<file path="config.mk">
export PLATFORM = sky130hd
export DESIGN_NAME = ctrl_sequencer
export DESIGN_NICKNAME = d
export VERILOG_FILES = /design/src/rtl/ctrl_sequencer.sv
export SDC_FILE = /design/constraint.sdc
export NUM_CORES = 1
export LEC_CHECK = 0
export BUFFER_PORTS_ARGS = -buffer_cell sky130_fd_sc_hd__buf_2
export CORE_MARGIN = 4
export CORE_UTILIZATION = 50
export CTS_CLUSTER_DIAMETER = 120
export DETAILED_ROUTE_END_ITERATION = 10
export PLACE_DENSITY = 0.81
export SYNTH_ARGS = -nofsm -noshare
export SYNTH_HDL_FRONTEND = slang
export SYNTH_SLANG_ARGS = --single-unit
</file>
<file path="constraint.sdc">
create_clock -name Clock -period 2.7 [get_ports Clock]
set_input_delay 0.405 -clock Clock [delete_from_list [all_inputs] [get_ports Clock]]
set_output_delay 0.405 -clock Clock [all_outputs]
set_load 0.05 [all_outputs]
</file>
<file path="src/rtl/ctrl_sequencer.sv">
// Hardwired control sequencer for a multi-cycle datapath: fetch, per-class execute
// sequences, memory wait with optional timeout, HALT and sticky FAULT states.
module ctrl_sequencer #(
    parameter int IR_W        = 32,
    parameter int OPC_W       = 5,
    parameter int MD_LAT      = 1,
    parameter int MEM_TIMEOUT = 16
) (
    input  logic            Clock,
    input  logic            Reset_n,
    input  logic [IR_W-1:0] IR,
    input  logic            CON_out,
    input  logic            MemReady,
    input  logic            Stop,
    input  logic            Resume,
    output logic            PCout, MARin, IncPC, PCin, Read, Write, MDRin, MDRout,
    output logic            IRin, Gra, Grb, Grc, Rin, Rout, BAout, Cout,
    output logic            Yin, ZLowIn, ZHighIn, ZLowout, ZHighout, LOin, HIin, CON_in,
    output logic            Run,
    output logic            Fault,
    output logic [4:0]      operation
);
    localparam int MDW     = (MD_LAT > 1) ? $clog2(MD_LAT) : 1;
    localparam int WCW     = (MEM_TIMEOUT > 1) ? $clog2(MEM_TIMEOUT) : 1;
    localparam int TO_LAST = (MEM_TIMEOUT > 0) ? MEM_TIMEOUT - 1 : 0;

    localparam logic [23:0] S_PCOUT = 24'h800000, S_MARIN = 24'h400000, S_INCPC = 24'h200000;
    localparam logic [23:0] S_PCIN = 24'h100000, S_READ = 24'h080000, S_WRITE = 24'h040000;
    localparam logic [23:0] S_MDRIN = 24'h020000, S_MDROUT = 24'h010000, S_IRIN = 24'h008000;
    localparam logic [23:0] S_GRA = 24'h004000, S_GRB = 24'h002000, S_GRC = 24'h001000;
    localparam logic [23:0] S_RIN = 24'h000800, S_ROUT = 24'h000400, S_BAOUT = 24'h000200;
    localparam logic [23:0] S_COUT = 24'h000100, S_YIN = 24'h000080, S_ZLOWIN = 24'h000040;
    localparam logic [23:0] S_ZHIGHIN = 24'h000020, S_ZLOWOUT = 24'h000010, S_ZHIGHOUT = 24'h000008;
    localparam logic [23:0] S_LOIN = 24'h000004, S_HIIN = 24'h000002, S_CONIN = 24'h000001;

    typedef enum logic [4:0] {
        ST_RST, ST_F0, ST_F1, ST_F2, ST_A3, ST_A4, ST_A5, ST_I3, ST_I4, ST_I5,
        ST_M3, ST_M4, ST_M5, ST_M6, ST_L3, ST_L4, ST_L5, ST_L6, ST_L7,
        ST_S3, ST_S4, ST_S5, ST_S6, ST_S7, ST_B3, ST_B4, ST_B5, ST_B6,
        ST_NOP, ST_HALT, ST_FAULT
    } state_t;

    state_t           r_state, w_next;
    logic [4:0]       r_opc, r_op, w_opc;
    logic [MDW-1:0]   r_mdcnt;
    logic [WCW-1:0]   r_wcnt;
    logic             r_stop_pend, r_run, r_fault;
    logic [23:0]      r_strb;
    logic             w_stop, w_timeout, w_in_mem, w_unused_ir;

    assign w_opc       = 5'(IR[IR_W-1 -: OPC_W]);
    assign w_unused_ir = ^IR[IR_W-OPC_W-1:0];
    assign w_stop      = r_stop_pend | Stop;
    assign w_in_mem    = (r_state == ST_F1) || (r_state == ST_L6) || (r_state == ST_S7);
    assign w_timeout   = (MEM_TIMEOUT > 0) && (r_wcnt == WCW'(TO_LAST));

    function automatic logic [23:0] strb_of(input state_t s, input logic con);
        case (s)
            ST_F0:   return S_PCOUT | S_MARIN | S_INCPC | S_PCIN;
            ST_F1:   return S_READ | S_MDRIN;
            ST_F2:   return S_MDROUT | S_IRIN;
            ST_A3, ST_I3, ST_M3: return ((s == ST_M3) ? S_GRA : S_GRB) | S_ROUT | S_YIN;
            ST_A4:   return S_GRC | S_ROUT | S_ZLOWIN;
            ST_A5, ST_I5, ST_L7: return ((s == ST_L7) ? S_MDROUT : S_ZLOWOUT) | S_GRA | S_RIN;
            ST_I4, ST_L4, ST_S4, ST_B5: return S_COUT | S_ZLOWIN;
            ST_M4:   return S_GRB | S_ROUT | S_ZLOWIN | S_ZHIGHIN;
            ST_M5:   return S_ZLOWOUT | S_LOIN;
            ST_M6:   return S_ZHIGHOUT | S_HIIN;
            ST_L3, ST_S3: return S_GRB | S_BAOUT | S_YIN;
            ST_L5, ST_S5: return S_ZLOWOUT | S_MARIN;
            ST_L6:   return S_READ | S_MDRIN;
            ST_S6:   return S_GRA | S_ROUT | S_MDRIN;
            ST_S7:   return S_MDROUT | S_WRITE;
            ST_B3:   return S_GRA | S_ROUT | S_CONIN;
            ST_B4:   return S_PCOUT | S_YIN;
            ST_B6:   return con ? (S_ZLOWOUT | S_PCIN) : 24'h000000;
            default: return 24'h000000;
        endcase
    endfunction

    function automatic logic [4:0] op_of(input state_t s, input logic [4:0] opc);
        case (s)
            ST_A4, ST_M4: return opc;
            ST_L4, ST_S4, ST_B5: return 5'b00011;
            ST_I4: begin
                case (opc)
                    5'b01100: return 5'b00011;
                    5'b01101: return 5'b00101;
                    5'b01110: return 5'b00110;
                    default:  return 5'b00000;
                endcase
            end
            default: return 5'b00000;
        endcase
    endfunction

    // Next-state decode; a pending stop diverts the instruction boundary into HALT
    always_comb begin
        w_next = r_state;
        case (r_state)
            ST_RST: w_next = ST_F0;
            ST_F0:  w_next = ST_F1;
            ST_F1:  w_next = MemReady ? ST_F2 : (w_timeout ? ST_FAULT : ST_F1);
            ST_F2: begin
                case (w_opc)
                    5'b00011, 5'b00100, 5'b00101, 5'b00110, 5'b00111,
                    5'b01000, 5'b01001, 5'b01010, 5'b01011: w_next = ST_A3;
                    5'b01100, 5'b01101, 5'b01110: w_next = ST_I3;
                    5'b01111, 5'b10000: w_next = ST_M3;
                    5'b00000: w_next = ST_L3;
                    5'b00010: w_next = ST_S3;
                    5'b10011: w_next = ST_B3;
                    5'b11010: w_next = ST_NOP;
                    5'b11011: w_next = ST_HALT;
                    default:  w_next = ST_FAULT;
                endcase
            end
            ST_A3: w_next = ST_A4;
            ST_A4: w_next = ST_A5;
            ST_I3: w_next = ST_I4;
            ST_I4: w_next = ST_I5;
            ST_M3: w_next = ST_M4;
            ST_M4: w_next = (r_mdcnt == {MDW{1'b0}}) ? ST_M5 : ST_M4;
            ST_M5: w_next = ST_M6;
            ST_L3: w_next = ST_L4;
            ST_L4: w_next = ST_L5;
            ST_L5: w_next = ST_L6;
            ST_L6: w_next = MemReady ? ST_L7 : (w_timeout ? ST_FAULT : ST_L6);
            ST_S3: w_next = ST_S4;
            ST_S4: w_next = ST_S5;
            ST_S5: w_next = ST_S6;
            ST_S6: w_next = ST_S7;
            ST_S7: begin
                if (MemReady) w_next = w_stop ? ST_HALT : ST_F0;
                else          w_next = w_timeout ? ST_FAULT : ST_S7;
            end
            ST_B3: w_next = ST_B4;
            ST_B4: w_next = ST_B5;
            ST_B5: w_next = ST_B6;
            ST_A5, ST_I5, ST_M6, ST_L7, ST_B6, ST_NOP: w_next = w_stop ? ST_HALT : ST_F0;
            ST_HALT:  w_next = Resume ? ST_F0 : ST_HALT;
            ST_FAULT: w_next = ST_FAULT;
            default:  w_next = ST_FAULT;
        endcase
    end

    // State, counters and outputs all register together so outputs track the state exactly
    always_ff @(posedge Clock or negedge Reset_n) begin
        if (!Reset_n) begin
            r_state     <= ST_RST;
            r_opc       <= 5'd0;
            r_mdcnt     <= {MDW{1'b0}};
            r_wcnt      <= {WCW{1'b0}};
            r_stop_pend <= 1'b0;
            r_strb      <= 24'd0;
            r_op        <= 5'd0;
            r_run       <= 1'b0;
            r_fault     <= 1'b0;
        end else begin
            r_state <= w_next;
            r_strb  <= strb_of(w_next, CON_out);
            r_op    <= op_of(w_next, r_opc);
            r_run   <= (w_next != ST_RST) && (w_next != ST_HALT) && (w_next != ST_FAULT);
            r_fault <= (w_next == ST_FAULT);
            if (r_state == ST_F2) r_opc <= w_opc;
            else                  r_opc <= r_opc;
            if ((w_next == ST_M4) && (r_state != ST_M4)) r_mdcnt <= MDW'(MD_LAT - 1);
            else if (r_state == ST_M4)                   r_mdcnt <= r_mdcnt - MDW'(1);
            else                                         r_mdcnt <= r_mdcnt;
            if (w_in_mem && (w_next == r_state)) r_wcnt <= r_wcnt + WCW'(1);
            else                                 r_wcnt <= {WCW{1'b0}};
            // A stop request raised mid-instruction is remembered until the boundary
            if (w_next == ST_HALT)         r_stop_pend <= 1'b0;
            else if (r_state != ST_HALT)   r_stop_pend <= r_stop_pend | Stop;
            else                           r_stop_pend <= r_stop_pend;
        end
    end

    assign {PCout, MARin, IncPC, PCin, Read, Write, MDRin, MDRout, IRin, Gra, Grb, Grc,
            Rin, Rout, BAout, Cout, Yin, ZLowIn, ZHighIn, ZLowout, ZHighout, LOin, HIin,
            CON_in} = r_strb;
    assign operation = r_op;
    assign Run       = r_run;
    assign Fault     = r_fault;
endmodule

</file>
# After elaboration in Yosys (flattened, before gate mapping)
# Memories as Yosys holds them, arrays and structs flattened.
# Index checks and enable logic that the tools add are counted.
# W data, S select, Z words.
[totals] register_bits=47 rom_bits=160 output_inout_bits=31 word_cells=120 mem_count=1
[classes] addsub=2 eq_ne=67 n_mux=21 bitwise_logic=1 reduce_logical=19
[mem_list] memory="(name not given)" words=32 width=5 rd=1 rd_clocked_by_memory_dff=0 wr=0 line_no="105" rtl="case (w_opc)"
[op_table] op="$pmux W24 S17" n=1
[op_table] op="$eq A5 B5 Y1 const B" n=28
[op_table] op="$pmux W5 S25" n=1
[op_table] op="$eq A5 B4 Y1 const B" n=19
[op_table] op="$eq A5 B3 Y1 const B" n=8
[op_table] op="$mux W5" n=5
[op_table] op="$mux W21" n=1
[op_table] op="$eq A5 B2 Y1 const B" n=4
[op_table] op="$mux W17" n=1
[op_table] op="$mux W4" n=4
[op_table] op="$mux W15" n=1
[op_table] op="$ne A5 B5 Y1 const B" n=3
[op_table] op="$pmux W5 S3" n=1
[op_table] op="$eq A5 B1 Y1 const B" n=2
[op_table] op="$pmux W3 S3" n=1
[op_table] op="$reduce_or A3 Y1" n=3
[op_table] op="$reduce_or A2 Y1" n=4
[op_table] op="$reduce_or A6 Y1" n=1
[op_table] op="$eq A5 B5 Y1" n=1
[op_table] op="$logic_not A5 Y1" n=1
[op_table] op="$ne A5 B4 Y1 const B" n=1
[op_table] op="$reduce_bool A5 Y1" n=1
[op_table] op="$add A4 B1 Y4 const B" n=1
[op_table] op="$eq A4 B4 Y1 const B" n=1
[op_table] op="8 further kinds" n=16

# Logic depth before layout (Yosys ltp)
# Gate-level depths: netlist (run 1).
[depth] word_depth=7 mapped_depth=11 depth_no_buf=10

# Worst setup path after synthesis (run 1)
# No wires, ideal clock.
[synth_path] path_kind="register to register" startpoint="register r_wcnt[0]" endpoint="register r_strb[13]" t_arrival_ns=2.310 t_required_ns=2.560 slack_ns=0.250 stages_incl_launch_ff=9 n_path_buf=0 period_less_slack_ns=2.450 path_cell_list="dfrtp_1 -> ha_1 -> and4b_1 -> and4_4 -> or4_4 -> nor2_2 -> o21ai_1 -> a211oi_1 -> o221ai_1"
[synth_via] elab_chain_cells=7 word_cells_on_any_way=43 classes_between="28 x eq/ne; 9 x mux; 6 x reduce/logical"
[synth_rtl] element="start: declaration" line_no="46" rtl="logic [WCW-1:0] r_wcnt;"
[synth_rtl] element="start signal: assignment" line_no="153" rtl="r_wcnt <= {WCW{1'b0}};"
[synth_rtl] element="start signal: assignment" line_no="170" rtl="if (w_in_mem && (w_next == r_state)) r_wcnt <= r_wcnt + WCW'(1);"
[synth_rtl] element="start signal: assignment" line_no="171" rtl="else r_wcnt <= {WCW{1'b0}};"
[synth_rtl] element="$eq A4 B4 Y1 *" line_no="55" rtl="assign w_timeout = (MEM_TIMEOUT > 0) && (r_wcnt == WCW'(TO_LAST));"
[synth_rtl] element="$mux W4, or another cell as far along" line_no="135" rtl="else w_next = w_timeout ? ST_FAULT : ST_S7;"
[synth_rtl] element="$mux W5, or another cell as far along" line_no="134" rtl="if (MemReady) w_next = w_stop ? ST_HALT : ST_F0;"
[synth_rtl] element="$pmux W5 S25 *" line_no="100" rtl="case (r_state)"
[synth_rtl] element="$eq A5 B4 Y1, or another cell as far along" line_no="58" rtl="case (s)"
[synth_rtl] element="$reduce_or A4 Y1, or another cell as far along" line_no="58"
[synth_rtl] element="$pmux W24 S17 *" line_no="58"
[synth_rtl] element="end signal: assignment" line_no="161" rtl="r_strb <= strb_of(w_next, CON_out);"
[synth_rtl] element="end: declaration" line_no="48" rtl="logic [23:0] r_strb;"
# Every way passes the cells marked *; elsewhere a longest branch is shown, timed or not.
# A chain may end at the register's enable or synchronous reset.

# Worst setup path in the final report (run 1)
# Ends and elaborated chain as after synthesis.

==> results by group, run 1 <==
Pwr
  • Switching Fraction: 0.480
  • Comb pwr share: 0.732
  • Clk pwr share: 0.086
  • Seq pwr share: 0.182
  • VDD IR max: approximately 1.1 mV
  • Sw power: 2.88 mW
  • Leak: 1.81 nW
  • Design Power: 5.99 mW
  • Internal power: 3.11 mW
  • P per Cell Area: 1590 mW/mm2

Yosys
  • Yosys warnings: 0
  • Post-Syn Area: roughly 0.0030 mm2
  • EDFF count, synth: 0
  • Synth top area cells: dfrtp_1, nor3_1, buf_6
  • Sequential cell area fraction in the yosys report: 0.386
  • Post-synth top flop: dfrtp_1
  • Post-synth top cells: dfrtp_1, nand2_1, nor2_1, nor3_1, o21ai_0
  • Syn_area_per_cell: 9.68 um2
  • Seq cells post-synth: 46
  • Most frequent cell after synthesis: dfrtp_1
  • Share of the synthesized area in the top cell type: 0.386
  • Syn Inst Count: roughly 310
  • Largest area contributor in the netlist: dfrtp_1
  • Async SR Flop Fraction: 1.00
  • Yosys cell types: 71
  • Net Count, Synth: 351

Floorplan
  • Die Footprint: 0.00726 mm2
  • Core ar.: 0.00564 mm2
  • FP Rows: 27
  • Die Y-Extent: 85.2 um
  • Ports: 69
  • Die W: 85.2 um
  • Initial Utilization: 0.528

GRT
  • Pin count of the biggest net entering global routing: 47
  • Vias in the first global route: 2,661
  • Gr usage total: 0.213
  • First-pass GRT wire length: roughly 13 mm
  • GRT overflow: 0
  • Antenna violations before repair: 0

Clocking
  • H-tree levels: 2
  • Hold Buf Count CTS: 0
  • Num CTS Buffers: 5
  • CTS tree: built
  • Reg clk slew, reported paths: around 0.09 ns
  • Worst skew pair latency: ~0.3 ns
  • Root Driver: clkbuf_8
  • Clock buffer depth: 2
  • Clk sinks: 46

Finish
  • Diode count: 0
  • Layout cells sized above 1: 0.373
  • Fillers: 459
  • P&R area growth vs syn: 26.3%
  • Design Area, Final: 0.00377 mm2
  • Fin nets: approximately 440

Placed design
  • Area after DPL: 0.00362 mm2
  • I/O Buffers: 41
  • Gpl congestion: 0.960
  • Detailed placement HPWL: 5.62 mm
  • DP Worst Slack: 0.0388 ns

Setup path
  • CP startpoint kind: flip-flop
  • Critical Path RT: 2.87 ns
  • CP peak stage delay: just under 0.6 ns
  • Worst path slowest cell: or4_4
  • Worst path cell trace: ha_1 > and4b_1 > and4_4 > or4_4 > nor2_2 > o21ai_1 > buf_4 > a211oi_1 > o221ai_1
  • Setup crit end kind: flip-flop
  • CP Class: reg -> reg
  • Crit path DAT: roughly 2.8 ns
  • Crit path max fanout: 7

Worst hold path
  • Worst hold path class: in -> async

Outcome
  • Run status: finished clean

Timing
  • Rel. slew slack: 0.361
  • Final WS setup: 0.0997 ns
  • Final setup viols: 0
  • Top achievable clock speed: 0.385 GHz
  • Slew @ Worst Pin: between 0.9 and 1 ns
  • Final period utilization: 0.963
  • Min cycle time layout: 2.60 ns
  • Count of final hold-check violations: 0
  • Layout Skew: roughly 0.0044 ns
  • Slew Limit Fails: 0

Drt
  • Routed Antenna Nets: 0
  • Met3 WL: 397 um
  • WL final: around 7.4 mm
  • Via/cell ratio: 5.78
  • Highest metal used: met4
  • # DRC: 0
  • 1st-iter DRT viols: approximately 150
  • M1 WL: 3.17 mm
  • WL per Instance: 15.7 um
  • DR WL met2: roughly 3.7 mm
  • Via count: 2,739
  • 1st-pass router iterations: 4

Run
  • Max-Cap Viols: 0
## path summary, 6_finish.rpt
| check | startpoint | endpoint | slack, ns | cells after the start |
|---|---|---|---|---|
| max in group asynchronous | Reset_n | r_state[0] | 1.80 | 1 |
| min in group Clock | CON_out | r_strb[20] | 0.38 | 3 |
| setup / recovery | r_wcnt[0] | r_strb[13] | 0.1 | 9 |
| hold / removal | Reset_n | r_strb[4] | 0.25 | 1 |
| setup reg to reg | r_wcnt[0] | r_strb[13] | 0.1 | 9 |
| hold reg to reg | r_wcnt[0] | r_wcnt[0] | 0.46 | 1 |
## area by class of cell
class                           instances  area, um2  share of cell area
Tap cell                               72       90.1              0.0239
Timing Repair Buffer                  107        726               0.193
Clock inverter                          3       45.0              0.0120
Inverter                               14       52.6              0.0140
Multi-Input combinational cell        227       1630               0.432
Sequential cell                        46       1160               0.307
Clock buffer                            5       68.8              0.0183
## cells in the final DEF (no fill, tap or decap), types with 10 or more instances in the layout
master	netlist	routed
buf_4	7	64
dfrtp_1	46	42
buf_2	4	41
nand2_1	19	19
nor3_1	16	15
nor2_1	16	14
o21ai_0	13	13
inv_1	12	12
a21oi_1	10	10
nand3_1	10	10
## per-layer routing
metal  vias up  global-route usage
met3        16              0.0301
met1      1312               0.282
met5         -                   0
met2        81               0.362
li1       1330                   -
met4         0              0.0662
## power groups by stage
| stage | clock network [mW] | registers, mW | logic [mW] |
|---|---|---|---|
| 2_1_floorplan | 0 | 1.34 | 2.48 |
| 5_1_grt | 0.549 | 1.12 | 4.75 |
| 6_report | 0.515 | 1.09 | 4.39 |
| 3_3_place_gp | 0 | 1.09 | 4.12 |
| 4_1_cts | 0.524 | 1.08 | 4.24 |
| 3_5_place_dp | 0 | 1.09 | 4.20 |
## per-stage QoR
step                TNS (ns)   util  cells  hold WS [ns]
floorplan                  0      -    308         0.109
global placement           0  0.641    464         0.446
detailed placement         0  0.641    464         0.450
CTS                        0  0.662    472         0.295
global route         -0.0194  0.668    474         0.367
finish                     0  0.668    474         0.253
## sequential cells by signal, summed over array words and instances, names as in the netlist
| name | count |
|---|---|
| r_strb | 23 |
| operation | 5 |
| r_opc | 5 |
| r_state | 5 |
| r_wcnt | 4 |
| Fault | 1 |
| Run | 1 |
| r_mdcnt | 1 |
| r_stop_pend | 1 |
## worst max-delay path, delay by kind of cell, from the launching register on
family,cells,cell delay [ns]
compound gates,3,0.52
simple gates,4,1.13
flops,1,0.41
fa+ha+maj,1,0.21
buf+inv,1,0.18
## cells by family (layout without fill, tap and decap cells)
family,Yosys count,after routing,synth area share
AND/OR/NAND/NOR,139,139,0.306
AO/OA/AOI/OAI,69,69,0.169
flip-flops,46,46,0.386
buffers and inverters,35,129,0.0726
XOR/XNOR,9,9,0.0264
adder cells (fa/ha/maj),6,6,0.0243
multiplexers,4,4,0.0151
## repair_timing
| item | CTS | global route |
|---|---|---|
| endpoints found under the setup margin | 0 | 22 |
| endpoints found under the hold margin | 0 | 0 |
| setup buffers | 0 | 2 |
| resized for setup | 0 | 9 |
No activity file was read; power rests on OpenSTA's default activity.
==> run 2: changes to the inputs <==
--- a/config.mk
+++ b/config.mk
@@ -5,12 +5,13 @@
 export SDC_FILE = /design/constraint.sdc
 export NUM_CORES = 1
 export LEC_CHECK = 0
+export ABC_AREA = 1
 export BUFFER_PORTS_ARGS = -buffer_cell sky130_fd_sc_hd__buf_2
 export CORE_MARGIN = 4
 export CORE_UTILIZATION = 50
 export CTS_CLUSTER_DIAMETER = 120
 export DETAILED_ROUTE_END_ITERATION = 10
-export PLACE_DENSITY = 0.81
+export PLACE_DENSITY = 0.82
 export SYNTH_ARGS = -nofsm -noshare
 export SYNTH_HDL_FRONTEND = slang
 export SYNTH_SLANG_ARGS = --single-unit
==> run 2 against run 1 <==
Effect of this change: clock-buffer cell count is the same; critical endpoint is now operation[4]; cell area shrank 18%; utilization shrank 6.9 points; clock power shrank 24%; sequential share of layout area grew 6.5 points; hold slack gained 0.0063 ns; critical path depth grew 5; global-route usage shrank 0.84 points; first-iteration DRC count shrank 17%.
==> results by group, run 2 <==
Outcome
  • Run status: finished clean

Yosys
  • Syn_area_per_cell: 7.01 um2
  • Post-synth top flop: dfrtp_1
  • Yosys warnings: 0
  • Yosys cell types: 27
  • Most frequent cell after synthesis: nand2_1
  • Share of the synthesized area in the top cell type: 0.425
  • Syn Inst Count: 386
  • Simple-gate area share of the yosys netlist: 0.426
  • EDFF count, synth: 0
  • Compound-Gate Fraction of Synth Area: 0.0411
  • Largest family of logic cells by synthesized area: simple AND/OR/NAND/NOR gates
  • Seq cells post-synth: 46
  • Largest area contributor in the netlist: dfrtp_1
  • Post-synthesis mux area share: 0
  • Sequential cell area fraction in the yosys report: 0.425
  • Synth Area in Adders: 0.0231
  • Post-synth top cells: nand2_1, nand3_1, nor2_1
  • Async SR Flop Fraction: 1.00
  • Synth top area cells: dfrtp_1, nand2_1, nand3_1
  • Post-Syn Area: 0.00271 mm2
  • Post-Synth XOR/XNOR Area: 0.00971
  • Net Count, Synth: 429

GRT
  • M3 GR Usage: 0.0362
  • Pin count of the biggest net entering global routing: 47
  • GRT Max-Usage Layer: met2
  • First-pass GRT wire length: 10.6 mm
  • Met2 GRT Util: 0.357
  • GRT overflow: 0
  • Gr usage total: 0.205
  • Vias in the first global route: 2,445
  • Antenna violations before repair: 0
  • Routing usage on met1: 0.258

Floorplan
  • Die Footprint: 0.00665 mm2
  • Initial Utilization: 0.523
  • Die W: 81.6 um
  • Ports: 69
  • Die Y-Extent: around 82 um
  • FP Rows: 26
  • Core ar.: 0.00517 mm2

Timing
  • Slew @ Worst Pin: 0.974 ns
  • Count of final hold-check violations: 0
  • Layout Skew: approximately 0.014 ns
  • Top achievable clock speed: 0.407 GHz
  • Slew Limit Fails: 0
  • Final hold slack: 0.259 ns
  • Rel. slew slack: 0.350
  • RSZ-0062 raised after global routing: false
  • Final setup viols: 0
  • Final period utilization: 0.910
  • Min cycle time layout: 2.46 ns
  • Sum Neg Setup Slack: 0 ns

Finish
  • Fin nets: approximately 480
  • Max reg flops: 23
  • P&R area growth vs syn: 14.4%
  • Layout cells sized above 1: 0.180
  • Biggest register: r_strb
  • Most frequent cells in the layout: nand2_1, nand3_1, nor2_1
  • Fillers: 491
  • Diode count: 0
  • Most common cell after layout, fill and taps aside: nand2_1

Drt
  • 1st-iter DRT viols: around 130
  • WL final: 6.26 mm
  • # DRC: 0
  • 1st-pass router iterations: 5
  • WL per Instance: 12.4 um
  • Via count: 2,604
  • Via/cell ratio: between 5 and 6
  • Routed Antenna Nets: 0

Clocking
  • CTS tree: built
  • Worst skew pair latency: ~0.30 ns
  • Reg clk slew, reported paths: around 0.09 ns
  • Clock buffer depth: 2
  • H-tree levels: 2
  • Clk sinks: 46
  • Num CTS Buffers: 5
  • Root Driver: clkbuf_8
  • Hold Buf Count CTS: 0

Setup path
  • WP buf/inv: 2
  • CP peak stage delay: 0.50 ns
  • Reg2Reg Setup Slack: approximately 0.24 ns
  • CP startpoint kind: flip-flop
  • Setup crit end kind: flip-flop
  • Crit path DAT: 2.68 ns
  • Critical Path RT: 2.92 ns
  • Worst path slowest cell: dfrtp_1
  • Crit path max fanout: 8
  • Delay-heaviest family, CP: simple AND/OR/NAND/NOR gates
  • Worst path cell trace: inv_2 > nor2_2 > nand3_1 > nand2_1 > nor2_1 > nand2_1 > nor2_1 > nand2_2 > nand3_4 > nor2_2 > nand3_2 > nand2_1 > inv_2 > nor2_1
  • CP Class: reg -> reg

Worst hold path
  • Worst hold path class: in -> async

Placed design
  • Gpl congestion: 0.909
  • I/O Buffers: 41
  • Detailed placement HPWL: 4.97 mm

Pwr
  • P per Cell Area: around 360 mW/mm2
  • VDD IR max: 0.193 mV
  • Leak: 1.86 nW

Run
  • Max-Cap Viols: 0
run 2: changes by cell type after synthesis, moves of 8 or more:
cell	before	now
nand2_1	19	103
nor2_1	16	61
and3_1	8	0
nand3_1	10	67
a21oi_1	10	2
inv_1	12	34
and2_1	9	0
run 2: power breakdown:
| part | leakage, nW | switching [mW] | internal, mW |
|---|---|---|---|
| sequential | 0.580 | 0.0000000000000000399 | 0.688 |
| clock | 0.0438 | 0.219 | 0.174 |
| combinational | 1.23 | 0.0317 | 0.0123 |
run 2: final cells by class:
type	count	area (um2)	share of cell area
multi-input combinational	289	1360	0.440
tap	70	87.6	0.0283
sequential	46	1150	0.372
timing repair buffer	47	250	0.0808
clock buffer	5	68.8	0.0222
inverter	44	165	0.0534
clock inverter	2	10.0	0.00323
run 2: cell families (layout without fill, tap and decap cells):
logic type / after synthesis / count (layout)
buf+inv: 51 / 98
compound gates: 20 / 20
simple gates: 261 / 261
flops: 46 / 46
fa+ha+maj: 5 / 5
xor+xnor: 3 / 3
run 2: final timing paths:
path                            start           end  cells after the start
max                        r_state[0]  operation[4]                     14
min                           Reset_n      r_opc[4]                      1
max reg2reg                r_state[0]  operation[4]                     14
min reg2reg                 r_wcnt[0]     r_wcnt[0]                      1
max in group asynchronous     Reset_n     r_strb[4]                      1
min in group Clock             IR[31]      r_opc[4]                      3
run 2: what timing repair did:
| item | CTS | global route |
|---|---|---|
| endpoints found under the setup margin | 0 | 7 |
| buffers inserted | 0 | 0 |
| gates resized for setup | 0 | 3 |
| endpoints found under the hold margin | 0 | 0 |
run 2: routing by layer:
layer,routed length [um],vias up
met5,0,-
met4,131,0
met3,451,11
met2,2990,78
met1,2680,1186
li1,-,1329
run 2: metrics by stage:
stage	util	area (um2)	worst slack (ns)	cells	total power, mW
final	0.598	3100	0.244	503	1.13
after global routing	0.598	3100	0.0239	503	1.17
after CTS	0.597	3090	0.244	503	1.14
after detailed placement	0.581	3010	0.259	496	0.747
after global placement	0.581	3010	0.300	496	0.745
after floorplan	-	2710	0.679	386	0.720
==> run 3: changes to the inputs <==
--- a/config.mk
+++ b/config.mk
@@ -12,6 +12,7 @@
 export CTS_CLUSTER_DIAMETER = 120
 export DETAILED_ROUTE_END_ITERATION = 10
 export PLACE_DENSITY = 0.82
+export RECOVER_POWER = 25
 export SYNTH_ARGS = -nofsm -noshare
 export SYNTH_HDL_FRONTEND = slang
 export SYNTH_SLANG_ARGS = --single-unit
==> run 3 against run 2 <==
Effect of this change: register-to-register slack about the same; clock-buffer cell count unchanged; first-iteration DRC count unchanged; critical path depth unchanged; power about the same; worst setup slack improved by 0.0052 ns; sequential power about the same; critical endpoint unchanged; largest cell class unchanged.
==> results by group, run 3 (synthesized netlist as in run 2, its figures left out) <==
Timing
  • Min cycle time layout: 2.45 ns
  • Slew Limit Fails: 0
  • Final period utilization: 0.908
  • Final setup viols: 0
  • Final WS setup: around 0.25 ns
  • Rel. slew slack: 0.273
  • Top achievable clock speed: 0.408 GHz
  • Count of final hold-check violations: 0
  • Final hold slack: a little under 0.3 ns
  • RSZ-0062 raised after global routing: false
  • Sum Neg Setup Slack: 0 ns
  • Layout Skew: 0.0134 ns
  • Slew @ Worst Pin: 1.09 ns

Finish
  • Layout cells sized above 1: 0.180
  • Max reg flops: 23
  • Diode count: 0
  • Multi-input gate area: 0.00136 mm2
  • P&R area growth vs syn: 14.4%
  • Design Area, Final: 0.00310 mm2
  • Most frequent cells in the layout: nand2_1, nand3_1, nor2_1
  • Most common cell after layout, fill and taps aside: nand2_1
  • Biggest register: r_strb
  • Fillers: 491
  • Sequential Area: around 0.0012 mm2
  • Fin nets: 476

Setup path
  • Crit path DAT: approximately 2.7 ns
  • Worst path slowest cell: dfrtp_1
  • Crit path max fanout: 8
  • WP buf/inv: 2
  • Delay-heaviest family, CP: simple AND/OR/NAND/NOR gates
  • CP Class: reg -> reg
  • CP peak stage delay: 0.50 ns
  • Setup crit end kind: flip-flop
  • Critical Path RT: 2.92 ns
  • Worst R2R Path Depth: 14
  • CP startpoint kind: flip-flop
  • Crit path depth: 14
  • Worst path cell trace: inv_2 > nor2_2 > nand3_1 > nand2_1 > nor2_1 > nand2_1 > nor2_1 > nand2_2 > nand3_4 > nor2_2 > nand3_2 > nand2_1 > inv_2 > nor2_1

Pwr
  • VDD IR max: just under 0.2 mV
  • Switching Fraction: 0.222
  • Sw power: 250 uW
  • Comb pwr share: 0.039
  • P per Cell Area: approximately 360 mW/mm2
  • Internal power: 875 uW
  • Design Power: 1.12 mW
  • Leak: 1.86 nW
  • Clk pwr share: 0.349
  • Seq pwr share: 0.612

Floorplan
  • Ports: 69
  • Die W: around 82 um
  • FP Rows: 26
  • Core ar.: just over 0.005 mm2
  • Die Footprint: 0.00665 mm2
  • Die Y-Extent: around 82 um
  • Initial Utilization: 0.523

Clocking
  • Clock buffer depth: 2
  • Reg clk slew, reported paths: 0.09 ns
  • Post-CTS Setup Bufs: 0
  • H-tree levels: 2
  • Num CTS Buffers: 5
  • Hold Buf Count CTS: 0
  • Clk sinks: 46
  • Root Driver: clkbuf_8
  • CTS tree: built
  • Worst skew pair latency: ~0.30 ns
  • Number of cells upsized or downsized after cts: 0

Drt
  • 1st-pass router iterations: 4
  • 1st-iter DRT viols: between 100 and 150
  • Routed Antenna Nets: 0
  • Via count: ~2,600
  • WL final: 6.25 mm
  • WL per Instance: 12.4 um
  • Via/cell ratio: 5.18
  • # DRC: 0

Placed design
  • DP Worst Slack: roughly 0.26 ns
  • Detailed placement HPWL: around 5.0 mm
  • Area after DPL: 0.00301 mm2
  • Gpl congestion: 0.909
  • I/O Buffers: 41

Worst hold path
  • Worst hold path class: in -> async

GRT
  • Gr usage total: 0.205
  • Antenna violations before repair: 0
  • First-pass GRT wire length: around 11 mm
  • Pin count of the biggest net entering global routing: 47
  • Vias in the first global route: roughly 2,400
  • GRT overflow: 0

Run
  • Max-Cap Viols: 0

Outcome
  • Run status: finished clean
[run 3: worst register-to-register path: stages (launching register included)]
cell and delay [ns]:
dfrtp_1 0.50, inv_2 0.10, nor2_2 0.17, nand3_1 0.21, nand2_1 0.12, nor2_1 0.04, nand2_1 0.10, nor2_1 0.07
nand2_2 0.15, nand3_4 0.17, nor2_2 0.26, nand3_2 0.16, nand2_1 0.20, inv_2 0.07, nor2_1 0.09
[run 3: area by class of cell]
cell class                      instances  share of cell area
Tap cell                               70              0.0283
Inverter                               44              0.0534
Timing Repair Buffer                   47              0.0808
Sequential cell                        46               0.372
Clock buffer                            5              0.0222
Clock inverter                          2             0.00323
Multi-Input combinational cell        289               0.440
[run 3: power groups by stage]
stage | clock (mW) | combinational (mW) | sequential (mW)
floorplan | 0 | 0.0177 | 0.702
global placement | 0 | 0.0435 | 0.702
detailed placement | 0 | 0.0447 | 0.702
CTS | 0.403 | 0.0450 | 0.688
global route | 0.426 | 0.0524 | 0.688
finish | 0.392 | 0.0439 | 0.688
[run 3: stage by stage]
step,std cells,utilization
floorplan,386,-
global placement,496,0.581
detailed placement,496,0.581
CTS,503,0.597
global route,503,0.598
finish,503,0.598
[run 3: routing by layer]
| metal | up-vias | global-route usage | share of wire |
|---|---|---|---|
| met5 | - | 0 | 0 |
| met1 | 1180 | 0.258 | 0.43 |
| met4 | 0 | 0.0648 | 0.024 |
| li1 | 1330 | - | - |
| met2 | 84 | 0.357 | 0.48 |
| met3 | 13 | 0.0362 | 0.074 |
[run 3: final timing paths]
path	slack [ns]	from	end
setup / recovery	0.25	r_state[0]	operation[4]
hold / removal	0.30	Reset_n	r_opc[4]
setup reg to reg	0.25	r_state[0]	operation[4]
hold reg to reg	0.47	r_wcnt[0]	r_wcnt[0]
max in group asynchronous	1.73	Reset_n	r_strb[4]
min in group Clock	0.40	IR[31]	r_opc[4]
